$ cat config.mk
export PLATFORM = sky130hd
export DESIGN_NAME = pcm_i2s_tx
export DESIGN_NICKNAME = d
export VERILOG_FILES = /design/src/rtl/mp3dec_pkg.sv /design/src/rtl/i2s_clkdiv.sv /design/src/rtl/pcm_i2s_tx.sv
export SDC_FILE = /design/constraint.sdc
export NUM_CORES = 1
export LEC_CHECK = 0
export BUFFER_PORTS_ARGS = -buffer_cell sky130_fd_sc_hd__buf_2
export CORE_ASPECT_RATIO = 0.8
export CORE_MARGIN = 8
export CORE_UTILIZATION = 55
export CTS_CLUSTER_SIZE = 40
export DETAILED_ROUTE_END_ITERATION = 8
export GPL_ROUTABILITY_DRIVEN = 0
export MAX_ROUTING_LAYER = met4
export PLACE_DENSITY = 0.83
export REMOVE_ABC_BUFFERS = 1
export SKIP_CTS_REPAIR_TIMING = 1
export SLEW_MARGIN = 20
export SYNTH_ARGS = -nofsm -noshare
export SYNTH_HDL_FRONTEND = slang
export SYNTH_HIERARCHICAL = 1
export SYNTH_SLANG_ARGS = --single-unit
$ cat constraint.sdc
create_clock -name Clk -period 4 [get_ports Clk]
set_clock_uncertainty 0.2 [all_clocks]
set_input_delay 0.8 -clock Clk [delete_from_list [all_inputs] [get_ports Clk]]
set_output_delay 0.8 -clock Clk [all_outputs]
set_load 0.01 [all_outputs]
$ cat src/rtl/mp3dec_pkg.sv
// Shared constants for the PCM-to-I2S transmit path: FSM encodings, frame geometry
// and the frame-image helper used to load the output shift register.
package mp3dec_pkg;

  localparam logic [1:0] ST_IDLE     = 2'd0;
  localparam logic [1:0] ST_PREFETCH = 2'd1;
  localparam logic [1:0] ST_RUN      = 2'd2;
  localparam logic [1:0] ST_DRAIN    = 2'd3;

  typedef enum logic [1:0] {
    IDLE     = ST_IDLE,
    PREFETCH = ST_PREFETCH,
    RUN      = ST_RUN,
    DRAIN    = ST_DRAIN
  } tx_state_t;

  localparam int unsigned FRAME_SLOTS = 64;
  localparam int unsigned SAMPLE_W    = 16;
  localparam int unsigned SLOT_W      = 6;
  localparam logic [SLOT_W-1:0] LAST_SLOT = SLOT_W'(FRAME_SLOTS - 1);

  // Frame image, MSB first: left sample, 16 pad bits, right sample, 16 pad bits.
  function automatic logic [FRAME_SLOTS-1:0] frame_bits(input logic [2*SAMPLE_W-1:0] w);
    return {w[2*SAMPLE_W-1:SAMPLE_W], {SAMPLE_W{1'b0}}, w[SAMPLE_W-1:0], {SAMPLE_W{1'b0}}};
  endfunction

endpackage

$ cat src/rtl/i2s_clkdiv.sv
// BCLK generator: counts 0..div then toggles bclk; rise/fall are combinational
// strobes valid in the Clk cycle whose closing edge performs the toggle.
module i2s_clkdiv (
  input  logic       clk,
  input  logic       rst,
  input  logic       en,
  input  logic [7:0] div,
  output logic       bclk,
  output logic       rise,
  output logic       fall
);

  logic [7:0] cnt;
  logic       tc;

  assign tc   = en && (cnt == div);
  assign rise = tc && !bclk;
  assign fall = tc && bclk;

  always_ff @(posedge clk) begin
    if (rst || !en) begin
      cnt  <= '0;
      bclk <= 1'b0;
    end else if (tc) begin
      cnt  <= '0;
      bclk <= ~bclk;
    end else begin
      cnt  <= cnt + 8'd1;
    end
  end

endmodule

$ cat src/rtl/pcm_i2s_tx.sv
// PCM FIFO to I2S serializer: one-word holding register prefetched from the FIFO,
// 64-slot frames with a one-bit I2S delay, saturating underrun counter.
module pcm_i2s_tx
  import mp3dec_pkg::*;
#(
  parameter int unsigned CNT_W = 16
) (
  input  logic             Clk,
  input  logic             Rst,
  input  logic             Enable,
  input  logic [7:0]       clk_div,
  input  logic             fifo_empty,
  output logic             fifo_ren,
  input  logic [31:0]      fifo_datain,
  output logic             i2s_bclk,
  output logic             i2s_lrck,
  output logic             i2s_sdata,
  output logic             underrun,
  output logic [CNT_W-1:0] underrun_cnt,
  output logic             busy
);

  tx_state_t              state, state_nxt;
  logic [7:0]             div_q;
  logic [31:0]            hold;
  logic                   hold_valid;
  logic                   rd_pend;
  logic [FRAME_SLOTS-1:0] sh;
  logic                   next_bit;
  logic [SLOT_W-1:0]      slot;
  logic                   bclk_rise, bclk_fall;
  logic                   frame_end, run_entry, load_frame;

  i2s_clkdiv u_clkdiv (
    .clk  (Clk),
    .rst  (Rst),
    .en   ((state == RUN) || (state == DRAIN)),
    .div  (div_q),
    .bclk (i2s_bclk),
    .rise (bclk_rise),
    .fall (bclk_fall)
  );

  assign frame_end  = bclk_fall && (slot == LAST_SLOT);
  assign run_entry  = (state == PREFETCH) && (state_nxt == RUN);
  assign load_frame = run_entry || ((state == RUN) && frame_end);
  assign i2s_lrck   = slot[SLOT_W-1];
  assign busy       = (state != IDLE);

  always_comb begin
    state_nxt = state;
    fifo_ren  = 1'b0;
    case (state)
      IDLE:     if (Enable) state_nxt = PREFETCH;
      PREFETCH: begin
        if (!Enable)         state_nxt = IDLE;
        else if (hold_valid) state_nxt = RUN;
      end
      RUN:      if (!Enable) state_nxt = DRAIN;
      DRAIN:    if (frame_end) state_nxt = IDLE;
      default:  state_nxt = IDLE;
    endcase
    if (Enable && !Rst && ((state == PREFETCH) || (state == RUN)) &&
        !hold_valid && !rd_pend && !fifo_empty)
      fifo_ren = 1'b1;
  end

  always_ff @(posedge Clk) begin
    if (Rst) begin
      state        <= IDLE;
      div_q        <= '0;
      hold         <= '0;
      hold_valid   <= 1'b0;
      rd_pend      <= 1'b0;
      sh           <= '0;
      next_bit     <= 1'b0;
      slot         <= '0;
      i2s_sdata    <= 1'b0;
      underrun     <= 1'b0;
      underrun_cnt <= '0;
    end else begin
      state    <= state_nxt;
      rd_pend  <= fifo_ren;
      underrun <= 1'b0;
      if ((state == IDLE) && Enable)
        div_q <= clk_div;

      // Next slot's bit is staged on the BCLK rise and driven on the following fall.
      if (load_frame) begin
        sh         <= hold_valid ? frame_bits(hold) : '0;
        hold_valid <= 1'b0;
        if (!hold_valid) begin
          underrun <= 1'b1;
          if (underrun_cnt != '1)
            underrun_cnt <= underrun_cnt + CNT_W'(1);
        end
      end else if (bclk_rise) begin
        next_bit <= sh[FRAME_SLOTS-1];
        sh       <= {sh[FRAME_SLOTS-2:0], 1'b0};
      end

      if (bclk_fall) begin
        slot      <= slot + SLOT_W'(1);
        i2s_sdata <= next_bit;
      end

      if (rd_pend) begin
        hold       <= fifo_datain;
        hold_valid <= 1'b1;
      end
      if ((state != IDLE) && (state_nxt == IDLE))
        hold_valid <= 1'b0;
    end
  end

endmodule

Word-level counts from Yosys, hierarchy flattened
Cells that the tools add are included.
Storage, ports and cells
  flip-flop bits (word level): 142
  bits of input ports: 44
  output and inout port bits: 22
  word-level logic and storage cells: 72
Operators by class
  add/subtract/negate cells: 3
  eq/ne operators: 7
  muxes and demuxes: 13
  bitwise logic cells: 3
  reduce and logical (&&, ||, !) cells: 33
Operators with widths (number)
  $mux 64: 3
  $add 16x1->16 const B: 1
  $ne 16x16->1 const B: 1
  $logic_and 1x1->1: 13
  $mux 2: 5
  $add 8x1->8 const B: 1
  $eq 8x8->1: 1
  $pmux 2 s4: 1
  $add 6x1->6 const B: 1
  $eq 2x2->1 const B: 3
  $eq 6x6->1 const B: 1
  $logic_not 1->1: 6
  $reduce_bool 2->1: 3
  $reduce_or 2->1: 3
  $logic_not 2->1: 2
  $logic_or 1x1->1: 4
  $mux 1: 4
  $not 1->1: 3
  $reduce_and 3->1: 1
  $eq 2x1->1 const B: 1
  $reduce_and 2->1: 1

Longest topological paths before layout
  depth after elaboration: 12
  depth in mapped cells: 14
  gate-level depth less buffers: 10

By module
The synthesis kept the hierarchy.
By module, submodules not included
  pcm_i2s_tx: times used 1, cells an instance 483, area an instance 4843.4 um2, seq. area each 2342.2 um2
  i2s_clkdiv: times used 1, cells an instance 50, area an instance 476.7 um2, seq. area each 180.2 um2

Worst setup path after synthesis
OpenSTA, ideal clock, no wires.
  path kind: register to register
  from: register state[0]
  to: register underrun_cnt[11]
  setup time: 0.121 ns
  arrival time: 2.737 ns
  required time: 3.679 ns
  slack: 0.942 ns
  cell stages (with the launch flop): 13
  path buffers: 2
  period minus slack after synthesis: 3.058 ns
  path through: dfxtp_1 -> inv_1 -> ha_1 -> or2_2 -> and3_1 -> buf_6 -> nand4_4 -> o21ai_2 -> o311ai_2 -> a22oi_2 -> buf_2 -> nor4_1 -> mux2_2
On the way
  cells in the longest elaborated chain, start to end: 11
  elaborated cells between the ends (all ways): 19
  those cells by class: eq/ne (4); mux (6); reduce/logical (9)
Ends and longest elaborated chain
  start, declared: line pcm_i2s_tx.sv:23  | tx_state_t state, state_nxt;
  start signal, assigned: line pcm_i2s_tx.sv:82  | state <= state_nxt;
  $eq 2x2->1: line pcm_i2s_tx.sv:37  | .en ((state == RUN) || (state == DRAIN)),
  $logic_or 1x1->1 *: line pcm_i2s_tx.sv:37
  $logic_and 1x1->1 *: line i2s_clkdiv.sv:16  | assign tc = en && (cnt == div);
  $logic_and 1x1->1 *: line i2s_clkdiv.sv:18  | assign fall = tc && bclk;
  net bclk_fall: line pcm_i2s_tx.sv:31  | logic bclk_rise, bclk_fall;
  $logic_and 1x1->1 *: line pcm_i2s_tx.sv:44  | assign frame_end = bclk_fall && (slot == LAST_SLOT);
  $mux 2: line pcm_i2s_tx.sv:60  | DRAIN: if (frame_end) state_nxt = IDLE;
  $pmux 2 s4: line pcm_i2s_tx.sv:53  | case (state)
  $eq 2x2->1: line pcm_i2s_tx.sv:45  | assign run_entry = (state == PREFETCH) && (state_nxt == RUN);
  $logic_and 1x1->1: line pcm_i2s_tx.sv:45
  $logic_or 1x1->1 *: line pcm_i2s_tx.sv:46  | assign load_frame = run_entry || ((state == RUN) && frame_end);
  $reduce_and 3->1 (no line) *
  end signal, assigned: line pcm_i2s_tx.sv:95  | underrun_cnt <= underrun_cnt + CNT_W'(1);
  end, declared: line pcm_i2s_tx.sv:19  | output logic [CNT_W-1:0] underrun_cnt,
Mark *: on every way through the listed nets, which the timed path passes. The rest lies on a longest branch.
A chain may end at the register's enable or synchronous reset.

Final worst setup path
  from: register state[0]
  to: register underrun_cnt[0]
Same word-level chain as after synthesis.

==> impl_metrics.tcl <==
set metrics [dict create \
    ys_warn_count 6 \
    grt_pass1_wl_um 19000 \
    cp.arrival_ns 3.61 \
    yosysTopAreaCell "dfxtp_1" \
    worstMarginPinSlew_ns 0.762 \
    yosysUniqueCellTypes 51 \
    finalHoldViolations 0 \
    power.density_mw_per_mm2 479 \
    n_fill_cell 709 \
    setup_violations 0 \
    regArea_sq_mm 0.00252 \
    clk_latency_ns 0.42 \
    wl_um 11300 \
    cts_made_buffers 17 \
    cts_tree "yes" \
    drive_gt1_frac 0.202 \
    cp-end-kind "flop" \
    vdd_drop_max_v 0.000236 \
    route.vias.total 4105 \
    async_reset_ff_frac 0 \
    rsz0062_at_grt "false" \
    startpoint_type "flop" \
    cap_violations 0 \
    antenna_left 0 \
    synth-seq-cells 126 \
    dieHeight_um 104 \
    nets 642 \
    synth.yosys.seq_area_share 0.474 \
    avgRoutedWirePerCell_um 15.6 \
    io_buffers 65 \
    multiInputGateArea_sq_mm 0.00263 \
    synth_top_area_frac 0.474 \
    dieArea_sq_mm 0.0131 \
    firstDrtPassIters 4 \
    final_core_util 0.666 \
    power_leakage_nw 2.30 \
    period_minus_slack_ns 3.50 \
    area_growth_pct 19.2 \
    clockBufferDepth 2 \
    dp.cells 690 \
    htreeDepth 4 \
    setup-tns-final_ns 0 \
    grt_pass1_vias 4072 \
    yosys-top-cells-count "dfxtp_1 (126), mux2i_1 (83), nor2_1 (71)" \
    regToRegSetupSlack_ns 0.50 \
    grt.overflow.total 0 \
    num_rows 32 \
    core-area_sq_mm 0.00953 \
    antenna_cells 0 \
    chipWidth_um 126 \
    slew_headroom 0.492 \
    whs_path_depth 1 \
    place_hpwl_um 7240 \
    hold_class "flop to flop" \
    synth.avg_cell_area_sq_um 9.98 \
    power_w 0.00304 \
    grt_max_degree 72 \
    crit_type "flop to flop" \
    dr.first_iter.drc_count 277 \
    synth_edf_count 0 \
    cts_root_buf "clkbuf_16" \
    required_ns 4.11 \
    drc 0 \
    yosysMostFrequentCell "dfxtp_1" \
    netlist_area_sq_mm 0.00532 \
    syn_inst 533 \
    critPathMaxFanout 29 \
    grtUsageTotal 0.181 \
    ios 66 \
    synthFlopType "dfxtp_1" \
    clk_pin_slew_worst_paths_ns 0.06 \
    final_cell_count_no_fill 722 \
    cts_sinks 126 \
    reg2reg_depth 11 \
    via_per_inst 5.69 \
    period_share 0.875 \
    status "completed" \
    start_util 0.558 \
    fmax_ghz 0.286 \
    yosys-top-cells-area "dfxtp_1 (47%), mux2i_1 (16%), o2bb2ai_1 (5.1%)" \
    maxSlewViolCount 0 \
    antenna_found_initial 0 \
]
layer usage:
metal	routed length [um]	share of wire	up-vias	global-route usage
li1	-	-	2022	-
met5	0	0	-	-
met4	179	0.016	0	0.0840
met2	5450	0.48	97	0.288
met1	5240	0.46	1971	0.213
met3	414	0.037	15	0.0430
cells by family (layout without fill, tap and decap cells):
kind of cell	after synthesis	count (layout)	share of synthesized area
fa+ha+maj	8	8	0.0188
xor+xnor	19	19	0.0313
buf+inv	41	111	0.0339
mux	88	88	0.167
simple gates	171	171	0.161
compound gates	80	80	0.114
flops	126	126	0.474
cell usage in the layout (no fill, tap or decap), types with 4 or more instances in the layout:
master and instances:
a21oi_1 23, and3_1 7, and4_1 5, buf_2 65, buf_4 7, bufinv_16 4
clkbuf_16 17, dfxtp_1 125, ha_1 8, inv_1 6, mux2_2 5, mux2i_1 83
nand2_1 25, nand3_1 17, nand4_1 7, nor2_1 71, nor2b_1 8, nor3_1 5
nor4_1 4, o21ai_0 4, o2bb2ai_1 31, o31ai_1 6, or3_1 4, or4_1 6
xnor2_1 13, xor2_1 6
critical path: stages (launching register included):
cell      delay [ns]
dfxtp_1         0.42
inv_1           0.12
ha_1            0.31
or2_2           0.34
and3_1          0.28
nand4_4         0.15
o21ai_2         0.09
o311ai_2        0.37
a22oi_2         0.08
buf_4           0.25
nor3_1          0.38
mux2_2          0.38
final timing paths:
check        startpoint               to
max            state[0]  underrun_cnt[0]
min            hold[16]           sh[48]
max reg2reg    state[0]  underrun_cnt[0]
min reg2reg    hold[16]           sh[48]
area by class of cell:
class / count / area share
multi-input cells: 366 / 0.414
flip-flops and latches: 126 / 0.398
clock buffers: 19 / 0.0714
repair buffers: 72 / 0.0596
clock inverters: 13 / 0.0296
well taps: 119 / 0.0235
inverters: 7 / 0.00414
through the flow:
stage | instance area [sq um] | hold WS (ns) | worst slack, ns
final | 6340 | 0.260 | 0.499
after global routing | 6340 | 0.273 | 0.296
after CTS | 6340 | 0.261 | 0.540
after detailed placement | 5700 | 0.249 | 0.569
after global placement | 5700 | 0.239 | 0.784
after floorplan | 5170 | 0.232 | 0.0681
flip-flops by register name (all words and copies together), names as in the netlist:
signal	cells
div_q	8
hold	32
hold_valid	1
i2s_sdata	1
next_bit	1
rd_pend	1
sh	48
slot	6
state	2
u_clkdiv/bclk	1
u_clkdiv/cnt	8
underrun	1
underrun_cnt	16
report_power, final:
group | internal [W] | switching, W | leakage (nW) | total [W]
clock network | 0.00108 | 0.000566 | 0.306 | 0.00164
logic | 0.0000465 | 0.0000692 | 0.982 | 0.000116
registers | 0.00127 | 0.00000984 | 1.02 | 0.00128
Power figures use the tool's default switching activity.
